### src/rtl/hazard_ctrl_unit_pkg.sv
// Shared pipeline definitions for the hazard control unit.
// Contents: FSM state encoding and the performance counter width.
package hazard_ctrl_unit_pkg;

    typedef enum logic [1:0] {
        RUN      = 2'd0,
        LU_STALL = 2'd1,
        MEM_WAIT = 2'd2
    } hz_state_t;

    localparam int unsigned CNT_W = 16;

endpackage : hazard_ctrl_unit_pkg

### src/rtl/hazard_ctrl_unit_sat_counter16.sv
// Saturating up-counter used for pipeline performance statistics.
// Ports:
//   clk   - clock, counts on posedge
//   rst_n - asynchronous active-low clear
//   en    - count enable for this cycle
//   count - current value, sticks at all-ones
module sat_counter16
    import hazard_ctrl_unit_pkg::*;
(
    input  logic             clk,
    input  logic             rst_n,
    input  logic             en,
    output logic [CNT_W-1:0] count
);

    always_ff @(posedge clk or negedge rst_n) begin
        if (!rst_n) begin
            count <= '0;
        end else if (en && (count != '1)) begin
            count <= count + 1'b1;
        end
    end

endmodule : sat_counter16

### src/rtl/hazard_ctrl_unit.sv
// Pipeline hazard controller: load-use stalls, taken-branch flushes and
// data-memory wait handling with a sticky timeout flag.
// Ports:
//   clk, rst_n                     - clock, asynchronous active-low reset
//   id_rs, id_rt, id_uses_rt       - source operands of the instruction in ID
//   ex_mem_read, ex_rt             - load in EX and its destination register
//   branch_taken                   - ID resolved a taken branch/jump
//   dmem_busy                      - data memory not complete this cycle
//   hold, IF_flush                 - IF/ID hold, and flush (valid only with hold)
//   pc_write, id_ex_bubble         - PC enable, NOP insertion into ID/EX
//   stall_count, flush_count       - saturating performance counters
//   mem_timeout                    - sticky memory-wait timeout error
module hazard_ctrl_unit
    import hazard_ctrl_unit_pkg::*;
#(
    parameter int unsigned LU_CYCLES   = 1,
    parameter int unsigned MEM_TIMEOUT = 255
) (
    input  logic             clk,
    input  logic             rst_n,
    input  logic [4:0]       id_rs,
    input  logic [4:0]       id_rt,
    input  logic             id_uses_rt,
    input  logic             ex_mem_read,
    input  logic [4:0]       ex_rt,
    input  logic             branch_taken,
    input  logic             dmem_busy,
    output logic             hold,
    output logic             IF_flush,
    output logic             pc_write,
    output logic             id_ex_bubble,
    output logic [CNT_W-1:0] stall_count,
    output logic [CNT_W-1:0] flush_count,
    output logic             mem_timeout
);

    localparam logic [1:0] LU_LOAD = 2'(LU_CYCLES - 1);
    localparam logic [7:0] TO_LIM  = 8'(MEM_TIMEOUT);

    hz_state_t  state, state_nx;
    logic [1:0] lu_cnt, lu_cnt_nx;
    logic [7:0] wait_cnt, wait_cnt_nx;
    logic       timeout_nx;
    logic       lu_hazard;

    assign lu_hazard = ex_mem_read && (ex_rt != '0) &&
                       ((ex_rt == id_rs) || (id_uses_rt && (ex_rt == id_rt)));

    always_comb begin
        hold         = 1'b0;
        IF_flush     = 1'b0;
        pc_write     = 1'b1;
        id_ex_bubble = 1'b0;
        state_nx     = state;
        lu_cnt_nx    = lu_cnt;
        wait_cnt_nx  = wait_cnt;

        // MEM_WAIT with memory ready falls through to the same priority
        // evaluation as RUN; a timed-out unit stays frozen in MEM_WAIT.
        if ((state == RUN) ||
            ((state == MEM_WAIT) && !dmem_busy && !mem_timeout)) begin
            wait_cnt_nx = '0;
            state_nx    = RUN;
            if (dmem_busy) begin
                hold        = 1'b1;
                pc_write    = 1'b0;
                wait_cnt_nx = 8'd1;
                state_nx    = MEM_WAIT;
            end else if (lu_hazard) begin
                hold         = 1'b1;
                pc_write     = 1'b0;
                id_ex_bubble = 1'b1;
                lu_cnt_nx    = LU_LOAD;
                state_nx     = (LU_CYCLES > 1) ? LU_STALL : RUN;
            end else if (branch_taken) begin
                hold     = 1'b1;
                IF_flush = 1'b1;
            end
        end else if (state == LU_STALL) begin
            hold     = 1'b1;
            pc_write = 1'b0;
            if (dmem_busy) begin
                wait_cnt_nx = 8'd1;
                state_nx    = MEM_WAIT;
            end else begin
                id_ex_bubble = 1'b1;
                lu_cnt_nx    = lu_cnt - 2'd1;
                // lu_cnt reaches 0 at this edge, so RUN follows.
                if (lu_cnt <= 2'd1) begin
                    state_nx = RUN;
                end
            end
        end else if (state == MEM_WAIT) begin
            hold     = 1'b1;
            pc_write = 1'b0;
            if (dmem_busy && (wait_cnt != 8'hFF)) begin
                wait_cnt_nx = wait_cnt + 8'd1;
            end
        end else begin
            state_nx = RUN;
        end

        // wait_cnt counts every busy cycle, including the one that enters MEM_WAIT.
        timeout_nx = mem_timeout || (dmem_busy && (wait_cnt_nx == TO_LIM));

        if (!rst_n) begin
            hold         = 1'b0;
            IF_flush     = 1'b0;
            pc_write     = 1'b0;
            id_ex_bubble = 1'b1;
        end
    end

    always_ff @(posedge clk or negedge rst_n) begin
        if (!rst_n) begin
            state       <= RUN;
            lu_cnt      <= '0;
            wait_cnt    <= '0;
            mem_timeout <= 1'b0;
        end else begin
            state       <= state_nx;
            lu_cnt      <= lu_cnt_nx;
            wait_cnt    <= wait_cnt_nx;
            mem_timeout <= timeout_nx;
        end
    end

    sat_counter16 u_stall_cnt (
        .clk   (clk),
        .rst_n (rst_n),
        .en    (hold && !IF_flush),
        .count (stall_count)
    );

    sat_counter16 u_flush_cnt (
        .clk   (clk),
        .rst_n (rst_n),
        .en    (IF_flush),
        .count (flush_count)
    );

endmodule : hazard_ctrl_unit

### config.mk
export PLATFORM = sky130hd
export DESIGN_NAME = hazard_ctrl_unit
export DESIGN_NICKNAME = d
export VERILOG_FILES = /design/src/rtl/hazard_ctrl_unit_pkg.sv /design/src/rtl/hazard_ctrl_unit_sat_counter16.sv /design/src/rtl/hazard_ctrl_unit.sv
export SDC_FILE = /design/constraint.sdc
export NUM_CORES = 1
export LEC_CHECK = 0
export CAP_MARGIN = 40
export CELL_PAD_IN_SITES_DETAIL_PLACEMENT = 2
export CELL_PAD_IN_SITES_GLOBAL_PLACEMENT = 2
export CORE_ASPECT_RATIO = 0.7
export CORE_MARGIN = 2
export CORE_UTILIZATION = 32
export CTS_CLUSTER_SIZE = 28
export DETAILED_ROUTE_END_ITERATION = 6
export PLACE_DENSITY_LB_ADDON = 0.1
export SLEW_MARGIN = 20
export SYNTH_ARGS = -nofsm -noshare
export SYNTH_HDL_FRONTEND = slang
export SYNTH_SLANG_ARGS = --single-unit
### constraint.sdc
create_clock -name clk -period 5 [get_ports clk]
set_input_delay 0.75 -clock clk [delete_from_list [all_inputs] [get_ports clk]]
set_output_delay 0.75 -clock clk [all_outputs]
set_load 0.05 [all_outputs]
==> reports/results.txt <==
Max Clock Skew: 0.006236 ns
Layout cells sized above 1: 6.574%
Number of warnings reported in the yosys synthesis log: 0
Top flip-flop cell by instance count after synthesis: dfrtp_1
Source-to-sink clock delay at the later pin of the worst-skew pair: 0.30 ns
Count of hold-fix buffers inserted at cts: 0
Post-Route Hold Slack: 0.4372 ns
Slew Limit Fails: 0
Worst Max-Slew Pin Slew: 0.5702 ns
Die H: 74.19 um
Die outline area: 7736 um^2
Largest net degree at the start of global routing: 26
Clock transition at the register clock pins on the worst setup and hold paths after CTS: 0.09 ns
Synth Instances: 226
Yosys top cell area share: 46.67%
Part of the Yosys area used for sequential elements: 46.67%
I/O pin count: 58
Cell area after placement: 2928 um^2
Row cnt: 25
Source of the critical timing path: ex_rt[2]
Leading post-synthesis cells by instance count: dfrtp_1, xnor2_1, nand3_1, nand2_1, xor2_1
Number of buffers added on ports: 57
Number of standard cells in the final layout excluding fillers: 383
Net count of the finished layout: 312
Area of the mapped netlist: 2252 um^2
Number of flops mapped to enable cells by yosys: 0
Most common cell in the netlist: dfrtp_1
FF+latch count, synth: 42
Cell types with the largest area share after synthesis: dfrtp_1, xnor2_1, xor2_1
Worst Hold Class: in -> async
Number of setup violations in the final report: 0
Total via count in the routed design: 1920
Total power per unit cell area: 333.7 nW/um^2
CTS Root Buffer Type: clkbuf_8
Via density per instance: 5.013
Logic pwr share: 34.3%
Maximum clock rate: 0.2430 GHz
Arrival time reported for the critical path endpoint: 3.37 ns
Critical path required time: 4.25 ns
Number of placed instances with taps included: 375
Critical path endpoint category: output pin
Post-synth ARST share: 100.0%
Effective utilization at floorplan: 33.18%
Layout overhead on the synthesized area: 34.22%
Peak supply drop: 0.0002708 V
Count of cell types in the netlist: 38
Relative contribution of the clock network to total power: 23.3%
H-tree Lvls: 2
DRC marker count from the first detailed-route iteration: 47
Synth area leader: dfrtp_1
Layout fillers: 764
Count of buffers added by post-CTS timing repair for setup: 0
Net switching power of the design: 0.3891 mW
Clock tree from TritonCTS: done
Critical path fanouts, max: 17
Critical Path Sink: pc_write
Final-layout setup total negative slack: 0 ns
Outcome: finished, final reports clean
Resized cells post-CTS: 0
Unrepaired setup endpoints after global routing: no
Clock buffers created by TritonCTS: 5
LEAKAGE: 1.300 nW
Detailed Place HPWL: 4988 um
Int Power: 0.6197 mW
Synthesized net count: 250
Average footprint of a synthesized cell: 9.965 um^2
Die X-Extent: 104.3 um
Worst rel slew slack: 61.99%
Register-to-register setup slack: 2.72 ns
Share of the cycle needed by the critical path after routing: 82.30%
Routability Congestion: 0.7327
Number of antenna violations at the first check in global routing: 0
Final instance area: 3023 um^2
Reported max-cap violation count: 0
Crit start category: input port
Sink count of the clock tree: 42
Detail-routed net length per standard cell: 17.06 um
Global-route wire length before repair: 11300 um
Post-layout min period: 4.115 ns
Antenna diode count: 0
Cells on worst reg2reg path: 7
Reg power frac: 42.4%
CP Class: in -> out
Count of antenna-violating nets left after detailed routing: 0
Final routed wirelength across all metal layers: 6534 um
Clk buf depth: 2
Floorplan Core Area: 6788 um^2
Start of the worst register-to-register path: u_stall_cnt.count[7]$_DFFE_PN0P_
Switching power as a share of total power: 38.57%
Overall routing resource usage: 18.44%
Post-route DRC: 0
Final hold violation count: 0
Endpoint of the worst register-to-register path: u_stall_cnt.count[1]$_DFFE_PN0P_
Final core occ: 44.53%
Overflow after GRT: 0
Length of the first detailed-routing pass in iterations: 4
Via count of the first global-routing pass: 2140
kinds of logic after synthesis:
group | Yosys count | share of synthesized area [%]
adder cells (fa/ha/maj) | 3 | 1.667
multiplexers | 4 | 2.055
AO/OA/AOI/OAI | 19 | 6.278
AND/OR/NAND/NOR | 105 | 24.28
buffers and inverters | 10 | 2.333
flip-flops | 42 | 46.67
XOR/XNOR | 43 | 16.72
power groups by stage:
stage | Clock (mW) | Sequential [mW] | Combinational [mW]
global placement | 0 | 0.433 | 0.343
detailed placement | 0 | 0.434 | 0.349
global route | 0.259 | 0.437 | 0.367
floorplan | 0 | 0.554 | 0.0906
finish | 0.235 | 0.428 | 0.346
CTS | 0.247 | 0.429 | 0.350
per-layer routing:
metal / global-route usage, % / wire length (um) / vias up
li1: - / - / 921
met1: 26.09 / 3392 / 966
met2: 29.48 / 2903 / 26
met3: 4.470 / 192 / 7
met4: 3.153 / 45 / 0
met5: 0 / 0 / -
cell type report:
class | count | area, um^2 | share of cell area (%)
inverters | 4 | 15.01 | 0.4967
clock inverters | 2 | 12.51 | 0.4139
well taps | 94 | 117.6 | 3.891
clock buffers | 6 | 82.58 | 2.732
repair buffers | 61 | 595.6 | 19.70
multi-input cells | 174 | 1149 | 38.00
flip-flops and latches | 42 | 1051 | 34.77
cell usage in the layout (no fill, tap or decap), types with 2 or more instances in the layout:
cell type        count
nand3_1             21
mux2i_1              2
a21oi_1              2
clkdlybuf4s50_1     56
nor4_1               4
o2111ai_1            2
nor3_1              11
xnor2_1             26
nor3b_1              2
o21ai_1              2
clkbuf_8             6
nand4_1             12
dfrtp_1             42
and3_1              14
nand2_1             20
buf_4                4
and2_1               4
ha_1                 3
inv_1                4
nor2_1              12
o21ai_0              4
a211oi_1             2
xor2_1              17
worst max-delay path, stage by stage:
cell and delay, ns:
clkdlybuf4s50_1 0.48, or4_1 0.54, o21a_1 0.25, a21oi_2 0.15, buf_4 0.23, and2_1 0.16
clkdlybuf4s50_1 0.81
sequential cells by signal, summed over array words and instances (netlist names):
name / count
mem_timeout: 1
u_flush_cnt.count: 16
wait_cnt: 8
u_stall_cnt.count: 16
state: 1
stage by stage:
step | setup WS, ns | power [mW]
final | 0.8848 | 1.009
after global routing | 0.7093 | 1.063
after CTS | 0.8484 | 1.026
after detailed placement | 0.8353 | 0.7825
after global placement | 0.9456 | 0.7765
after floorplan | 1.426 | 0.6447
worst min-delay path by stage:
stage	to	from
finish	u_flush_cnt.count[4]$_DFFE_PN0P_	rst_n
global route	u_flush_cnt.count[4]$_DFFE_PN0P_	rst_n
CTS	u_flush_cnt.count[4]$_DFFE_PN0P_	rst_n
detailed placement	u_stall_cnt.count[9]$_DFFE_PN0P_	u_stall_cnt.count[9]$_DFFE_PN0P_
global placement	u_stall_cnt.count[9]$_DFFE_PN0P_	u_stall_cnt.count[9]$_DFFE_PN0P_
floorplan	mem_timeout$_DFF_PN0_	rst_n
(Power assumes the default switching activity.)
